==> src/rtl/seq_scan_ctrl.sv <==
// seq_scan_ctrl
//   Front-end controller for a SequenceDetector. Parallel words arrive on a
//   valid/ready handshake and are serialized one bit per clock onto the
//   detector's data input. The detector is held in reset between streams.
//   Qualified detector pulses are counted, and the per-stream result is
//   offered on a second valid/ready handshake.
//
// Ports
//   clk           system clock, rising edge
//   reset         asynchronous, active-low reset
//   in_valid      in_word / in_last valid
//   in_ready      word accepted this cycle when in_valid is also high
//   in_word       word to serialize
//   in_last       accepted word ends the stream
//   det_reset     active-high reset to the detector
//   det_data_in   serial bit to the detector
//   det_detected  detector match output
//   out_valid     result available
//   out_ready     consumer takes the result
//   out_count     matches counted in the stream (saturating)
//   out_overflow  a match arrived while the count was saturated
//   out_underrun  stream aborted: no word at a word boundary
//   busy          controller not idle
module seq_scan_ctrl #(
  parameter int WORD_W    = 8,
  parameter int CNT_W     = 8,
  parameter int MSB_FIRST = 1,
  parameter int DET_LAT   = 1
) (
  input  logic              clk,
  input  logic              reset,
  input  logic              in_valid,
  output logic              in_ready,
  input  logic [WORD_W-1:0] in_word,
  input  logic              in_last,
  output logic              det_reset,
  output logic              det_data_in,
  input  logic              det_detected,
  output logic              out_valid,
  input  logic              out_ready,
  output logic [CNT_W-1:0]  out_count,
  output logic              out_overflow,
  output logic              out_underrun,
  output logic              busy
);

  localparam int BIT_W = (WORD_W > 1) ? $clog2(WORD_W) : 1;
  localparam logic [BIT_W-1:0] BIT_LAST = BIT_W'(WORD_W - 1);
  localparam int DRAIN_LAST_I = (DET_LAT > 0) ? DET_LAT - 1 : 0;
  localparam logic [1:0] DRAIN_LAST = DRAIN_LAST_I[1:0];

  typedef enum logic [1:0] {IDLE, SHIFT, DRAIN, REPORT} state_t;

  state_t             state, state_nxt;
  logic [WORD_W-1:0]  shift_q;
  logic [BIT_W-1:0]   bit_idx;
  logic               last_q;
  logic [1:0]         drain_cnt;
  logic               cur_bit;
  logic               bit_last;
  logic               accept;
  logic               vld_p0;
  logic               vld_det;
  logic               det_hit;
  logic [CNT_W:0]     inc_res;

  // Saturating increment: returns {lost_match, next_count}.
  function automatic logic [CNT_W:0] sat_inc(input logic [CNT_W-1:0] c);
    if (&c) return {1'b1, c};
    else    return {1'b0, c + 1'b1};
  endfunction

  assign cur_bit  = (MSB_FIRST != 0) ? shift_q[WORD_W-1] : shift_q[0];
  assign bit_last = (bit_idx == BIT_LAST);
  assign accept   = in_valid && in_ready;

  // State register
  always_ff @(posedge clk or negedge reset) begin
    if (!reset) state <= IDLE;
    else        state <= state_nxt;
  end

  // Next state and state-decoded outputs
  always_comb begin
    state_nxt   = state;
    in_ready    = 1'b0;
    det_reset   = 1'b0;
    det_data_in = 1'b0;
    out_valid   = 1'b0;
    busy        = 1'b1;
    case (state)
      IDLE: begin
        in_ready  = 1'b1;
        det_reset = 1'b1;
        busy      = 1'b0;
        if (in_valid) state_nxt = SHIFT;
      end
      SHIFT: begin
        det_data_in = cur_bit;
        in_ready    = bit_last && !last_q;
        // A missing next word aborts into the same drain path as a last word.
        if (bit_last && (last_q || !in_valid))
          state_nxt = (DET_LAT == 0) ? REPORT : DRAIN;
      end
      DRAIN: begin
        if (drain_cnt == DRAIN_LAST) state_nxt = REPORT;
      end
      REPORT: begin
        det_reset = 1'b1;
        out_valid = 1'b1;
        if (out_ready) state_nxt = IDLE;
      end
      default: state_nxt = IDLE;
    endcase
  end

  // Stage p0: serializer; every accept reloads, otherwise shift each SHIFT cycle
  always_ff @(posedge clk or negedge reset) begin
    if (!reset) begin
      shift_q   <= '0;
      bit_idx   <= '0;
      last_q    <= 1'b0;
      drain_cnt <= '0;
    end else begin
      if (accept) begin
        shift_q <= in_word;
        last_q  <= in_last;
        bit_idx <= '0;
      end else if (state == SHIFT) begin
        shift_q <= (MSB_FIRST != 0) ? {shift_q[WORD_W-2:0], 1'b0}
                                    : {1'b0, shift_q[WORD_W-1:1]};
        bit_idx <= bit_idx + 1'b1;
      end
      if (state == DRAIN) drain_cnt <= drain_cnt + 1'b1;
      else                drain_cnt <= '0;
    end
  end

  assign vld_p0 = (state == SHIFT);

  // Stage p1..pDET_LAT: bit-valid pipe aligned with the detector response
  generate
    if (DET_LAT == 0) begin : g_vld_none
      assign vld_det = vld_p0;
    end else if (DET_LAT == 1) begin : g_vld_one
      logic vld_p1;
      always_ff @(posedge clk or negedge reset) begin
        if (!reset) vld_p1 <= 1'b0;
        else        vld_p1 <= vld_p0;
      end
      assign vld_det = vld_p1;
    end else begin : g_vld_multi
      logic [DET_LAT-1:0] vld_pn;
      always_ff @(posedge clk or negedge reset) begin
        if (!reset) vld_pn <= '0;
        else        vld_pn <= {vld_pn[DET_LAT-2:0], vld_p0};
      end
      assign vld_det = vld_pn[DET_LAT-1];
    end
  endgenerate

  assign det_hit = vld_det && det_detected;
  assign inc_res = sat_inc(out_count);

  // Result registers: cleared on the first-word accept, held through REPORT
  always_ff @(posedge clk or negedge reset) begin
    if (!reset) begin
      out_count    <= '0;
      out_overflow <= 1'b0;
      out_underrun <= 1'b0;
    end else if (state == IDLE && accept) begin
      out_count    <= '0;
      out_overflow <= 1'b0;
      out_underrun <= 1'b0;
    end else begin
      if (det_hit) begin
        out_count    <= inc_res[CNT_W-1:0];
        out_overflow <= out_overflow | inc_res[CNT_W];
      end
      if (state == SHIFT && bit_last && !last_q && !in_valid)
        out_underrun <= 1'b1;
    end
  end

endmodule

==> config.mk <==
export PLATFORM = sky130hd
export DESIGN_NAME = seq_scan_ctrl
export DESIGN_NICKNAME = d
export VERILOG_FILES = /design/src/rtl/seq_scan_ctrl.sv
export SDC_FILE = /design/constraint.sdc
export NUM_CORES = 1
export LEC_CHECK = 0
export CAP_MARGIN = 20
export CORE_MARGIN = 2
export CORE_UTILIZATION = 50
export CTS_CLUSTER_SIZE = 16
export DETAILED_ROUTE_END_ITERATION = 16
export PLACE_DENSITY = 0.79
export SKIP_CTS_REPAIR_TIMING = 1
export SLEW_MARGIN = 40
export SYNTH_ARGS = -nofsm -noshare
export SYNTH_HDL_FRONTEND = slang
export SYNTH_SLANG_ARGS = --single-unit
==> constraint.sdc <==
create_clock -name clk -period 3.5 [get_ports clk]
set_input_delay 0.7 -clock clk [delete_from_list [all_inputs] [get_ports clk]]
set_output_delay 0.7 -clock clk [all_outputs]
set_load 0.01 [all_outputs]
* Word-level counts from Yosys, hierarchy flattened *
Index checks and enable logic that the tools add are counted.
Widths: inputs -> output; s select.

storage, ports and cells
  bits of input ports = 14
  logic and storage cells = 64
  output and inout port bits = 15
  register bits after elaboration = 27

cells by class
  reductions and logical operators = 20
  mux-type cells = 22
  equality and inequality tests = 9
  bitwise logic cells = 1
  $add $sub $neg = 3

operators with widths
  operator             number
  $mux 8               4
  $mux 2               5
  $mux 9               1
  $add 8x1->8 const B  1
  $logic_and 1x1->1    8
  $mux 1               8
  $pmux 2 s4           1
  $reduce_and 8->1     1
  $mux 3               2
  $ne 2x2->1 const B   3
  $reduce_bool 2->1    3
  $eq 2x2->1 const B   2
  $logic_not 2->1      2
  $ne 2x1->1 const B   2
  $reduce_and 4->1     1
  $add 3x1->3 const B  1
  $eq 3x3->1 const B   1
  $add 2x1->2 const B  1
  $eq 2x1->1 const B   1
  $logic_not 1->1      2
  $pmux 1 s2           1
  $reduce_and 2->1     1
  $reduce_or 2->1      1
  $logic_or 1x1->1     1
  $or 1x1->1           1

* Longest topological paths before layout *
  depth in word-level cells = 7
  depth in mapped cells = 8
  depth with buffers taken out = 6

* Worst setup path after synthesis *
No wires, ideal clock.

  path kind = reg-to-output
  start = register state[1]
  end = output det_data_in
  cell stages (with the launch flop) = 6
  arrival time = 1264 ps
  slack = 1536 ps
  data required time = 2800 ps
  path buffers = 2
  cell sequence = dfrtp_1 > inv_1 > ha_1 > clkbuf_1 > buf_2 > and2_1

between the ends
  longest elaborated chain between the ends = 2

ends and longest elaborated chain
  what                    line  text
  from (decl)             54    state_t state, state_nxt;
  from (signal assigned)  80    else state <= state_nxt;
  $eq 2x1->1              -
  named net vld_p0        62    logic vld_p0;
  $mux 1                  91    case (state)
  to (decl)               37    output logic det_data_in,

The timed path passes the listed nets, and every way through them passes these cells.

* Worst setup path in the final report *
  start = register state[1]
  end = output in_ready

between the ends
  longest elaborated chain between the ends = 2
  elaborated cells between the ends (all ways) = 3
  those cells by class = 1 x eq/ne; 1 x mux; 1 x reduce/logical

ends and longest elaborated chain
  what              line  text
  $eq 2x1->1        -
  named net vld_p0  62
  $pmux 1 s2        91
  to (decl)         33    output logic in_ready,

The timed path passes the listed nets, and every way through them passes these cells.

==> results.md <==
* Hold Path Class: reg2reg
* Fin crit period at approximately 2.9 ns
* Deepest clock path buffer count at 2
* Leak at 0.7740 nW
* Grt ovf at 0
* Io pins at 29
* Row count at 18
* Port bufs at 28
* Initial DRC count at 22
* Fmax at 348.3 MHz
* Flops & latches, synth at 27
* # clock sinks at 27
* Internal power at between 0.7 and 0.8 mW
* Slew Limit Fails at 0
* Hpwl dp at 2.052 mm
* Reg2reg path depth at 6
* DR pass1 iterations at 4
* Setup Skew at 0.004976 ns
* Vias in the first global route at 1096
* Post-synthesis cell area at 1368 um^2
* Die Span X at about 56 um
* Max cap viols at 0
* RSZ-0062 raised after global routing: false
* CP arrival at 2.17 ns
* Post-Synthesis Cells at 128
* CP startpoint kind: register
* CTS tree: built
* Worst Setup End Kind: output pin
* Final hold vios at 0
* Per-cell routed wire length at roughly 14 um
* Top_reg_cell synth: dfrtp_1
* Initial Util at 0.5374
* Clock Power Share at 0.110
* Status: complete, no violations
* Yosys warns at 0
* Hold path endpoint: drain_cnt[0]$_DFF_PN0_
* Total wire length at 2.671 mm
* Antenna violations before repair at 0
* DR vias/cell at 5.646
* Yosys cell types at 35
* Worst r2r src: state[1]$_DFFE_PN0P_
* Least-Margin Pin Slew at 0.5408 ns
* Total power at 1.213 mW
* Reg clk slew, reported paths at 0.14 ns
* Hold depth at 1
* Area grow syn2layout at 25.07%
* Num CTS Buffers at 3
* Seq/Total Area, Yosys at 0.4941
* # nets final at between 150 and 200
* Post-layout util at 0.6721
* Share of flip-flops with an asynchronous set or reset at 1.000
* Final worst path period share at 0.8204
* Syn avg cell area at about 11 um^2
* Worst skew pair latency at 0.32 ns
* Slew headroom at 0.6381
* Psw at about 0.45 mW
* Setup-violating endpoint count in the final report at 0
* Largest net degree at the start of global routing at 28
* Seq pwr share at 0.405
* Gr usage total at 0.1858
* Routed Antenna Nets at 0
* Fraction of power consumed by combinational cells at 0.485
* Pwr Density at 709.5 nW/um^2
* Die Y-Extent at 56.30 um
* EDFF count, synth at 0
* Sw frac at 0.3724
* Routability cong. at ~0.75
* ANT cells at 0
* Min-delay src: drain_cnt[0]$_DFF_PN0_
* Setup tns final at 0 ns
* Required time at the worst-slack endpoint at ~2.8 ns
* Syn_nets at 150
* Total core area at 2545 um^2
* CTS H-tree depth at 1
* First-pass GRT wire length at between 4 and 5 mm
* Crit path max fanout at 15
* Setup CP Type: reg2out
* Via Count at about 1100
* Die area at about 3200 um^2
* Share of layout cells above drive strength 1 at 0.07547
* RR Endpoint: last_q$_DFFE_PN0N_
* Root cell of the clock tree: clkbuf_4
* Maximum vdd drop at around 0.53 mV
* CP Launch Point: state[1]$_DFFE_PN0P_
* FF-to-FF setup slack at around 1.5 ns
* Number of remaining DRC errors at 0
[logic make-up (layout without fill, tap and decap cells)]
group           count (synthesis)  in the layout  share of synthesized area
xor+xnor                        5              5                    0.03203
simple gates                   39             39                     0.1519
buf+inv                        13             44                    0.03934
compound gates                 23             23                     0.1135
fa+ha+maj                       8              8                    0.07320
flops                          27             27                     0.4941
mux                            13             13                    0.09607
[per-layer routing]
layer	share of wire	vias to the layer above	track usage
met4	0.022	0	0.1020
met5	0	-	0
li1	-	505	-
met1	0.45	526	0.2072
met3	0.039	7	0.02765
met2	0.49	29	0.3361
[worst max-delay path, stage by stage (launching register included)]
cell,delay [ns]
dfrtp_1,0.42
inv_1,0.10
ha_1,0.16
buf_4,0.23
and3b_1,0.27
or2_1,0.13
clkdlybuf4s50_1,0.53
[state kept, by name, indices dropped and copies added (netlist names)]
name,flops
bit_idx,3
drain_cnt,2
g_vld_one.vld_p1,1
last_q,1
out_count,8
out_overflow,1
out_underrun,1
shift_q,8
state,2
[cell usage after synthesis (2+ instances only)]
cell type | count | area share
a21oi_1 | 9 | 0.033
and2_1 | 4 | 0.018
dfrtp_1 | 27 | 0.49
ha_1 | 8 | 0.073
inv_1 | 10 | 0.027
mux2i_1 | 12 | 0.088
nand2_1 | 5 | 0.014
nand3_2 | 2 | 0.015
nor2_1 | 18 | 0.049
o211ai_1 | 3 | 0.016
o21ai_0 | 3 | 0.011
xnor2_1 | 2 | 0.013
xor2_1 | 3 | 0.019
[power groups by stage]
stage | logic (mW) | registers [mW] | clock network (mW)
after global placement | 0.557 | 0.492 | 0
after CTS | 0.599 | 0.492 | 0.140
after global routing | 0.659 | 0.507 | 0.149
after detailed placement | 0.597 | 0.499 | 0
final | 0.589 | 0.492 | 0.133
after floorplan | 0.379 | 0.488 | 0
[stage by stage]
step / worst slack (ns) / std cells / area (um^2) / hold WS, ns
after CTS: 0.6068 / 189 / 1710 / 0.4391
after detailed placement: 0.9956 / 185 / 1684 / 0.4188
final: 0.6288 / 189 / 1710 / 0.4446
after global placement: 1.045 / 185 / 1684 / 0.4141
after global routing: 0.4953 / 189 / 1710 / 0.4700
after floorplan: 1.536 / 128 / 1368 / 0.4024
[worst max-delay path by stage]
stage	to	slack, ns	depth (start not counted)
2_1_floorplan	det_data_in	1.54	5
3_3_place_gp	in_ready	1.05	6
3_5_place_dp	in_ready	1.0	6
4_1_cts	in_ready	0.61	6
5_1_grt	in_ready	0.50	6
6_report	in_ready	0.63	6
[area by class of cell]
class / instances / area, um^2
Multi-Input combinational cell: 88 / 638.1
Sequential cell: 27 / 675.6
Inverter: 10 / 37.54
Tap cell: 30 / 37.54
Fill cell: 207 / 834.6
Timing Repair Buffer: 30 / 295.3
Clock buffer: 4 / 26.28
[cell usage in the layout (no fill, tap or decap), types with 2 or more instances in the layout]
master and instances:
nand2_1 5, ha_1 8, mux2i_1 12, and2_1 4, buf_4 2, clkdlybuf4s50_1 28
o21ai_0 3, clkbuf_4 3, xnor2_1 2, o211ai_1 3, xor2_1 3, nor2_1 18
a21oi_1 9, inv_1 10, nand3_2 2, dfrtp_1 27
Power figures use the tool's default switching activity.
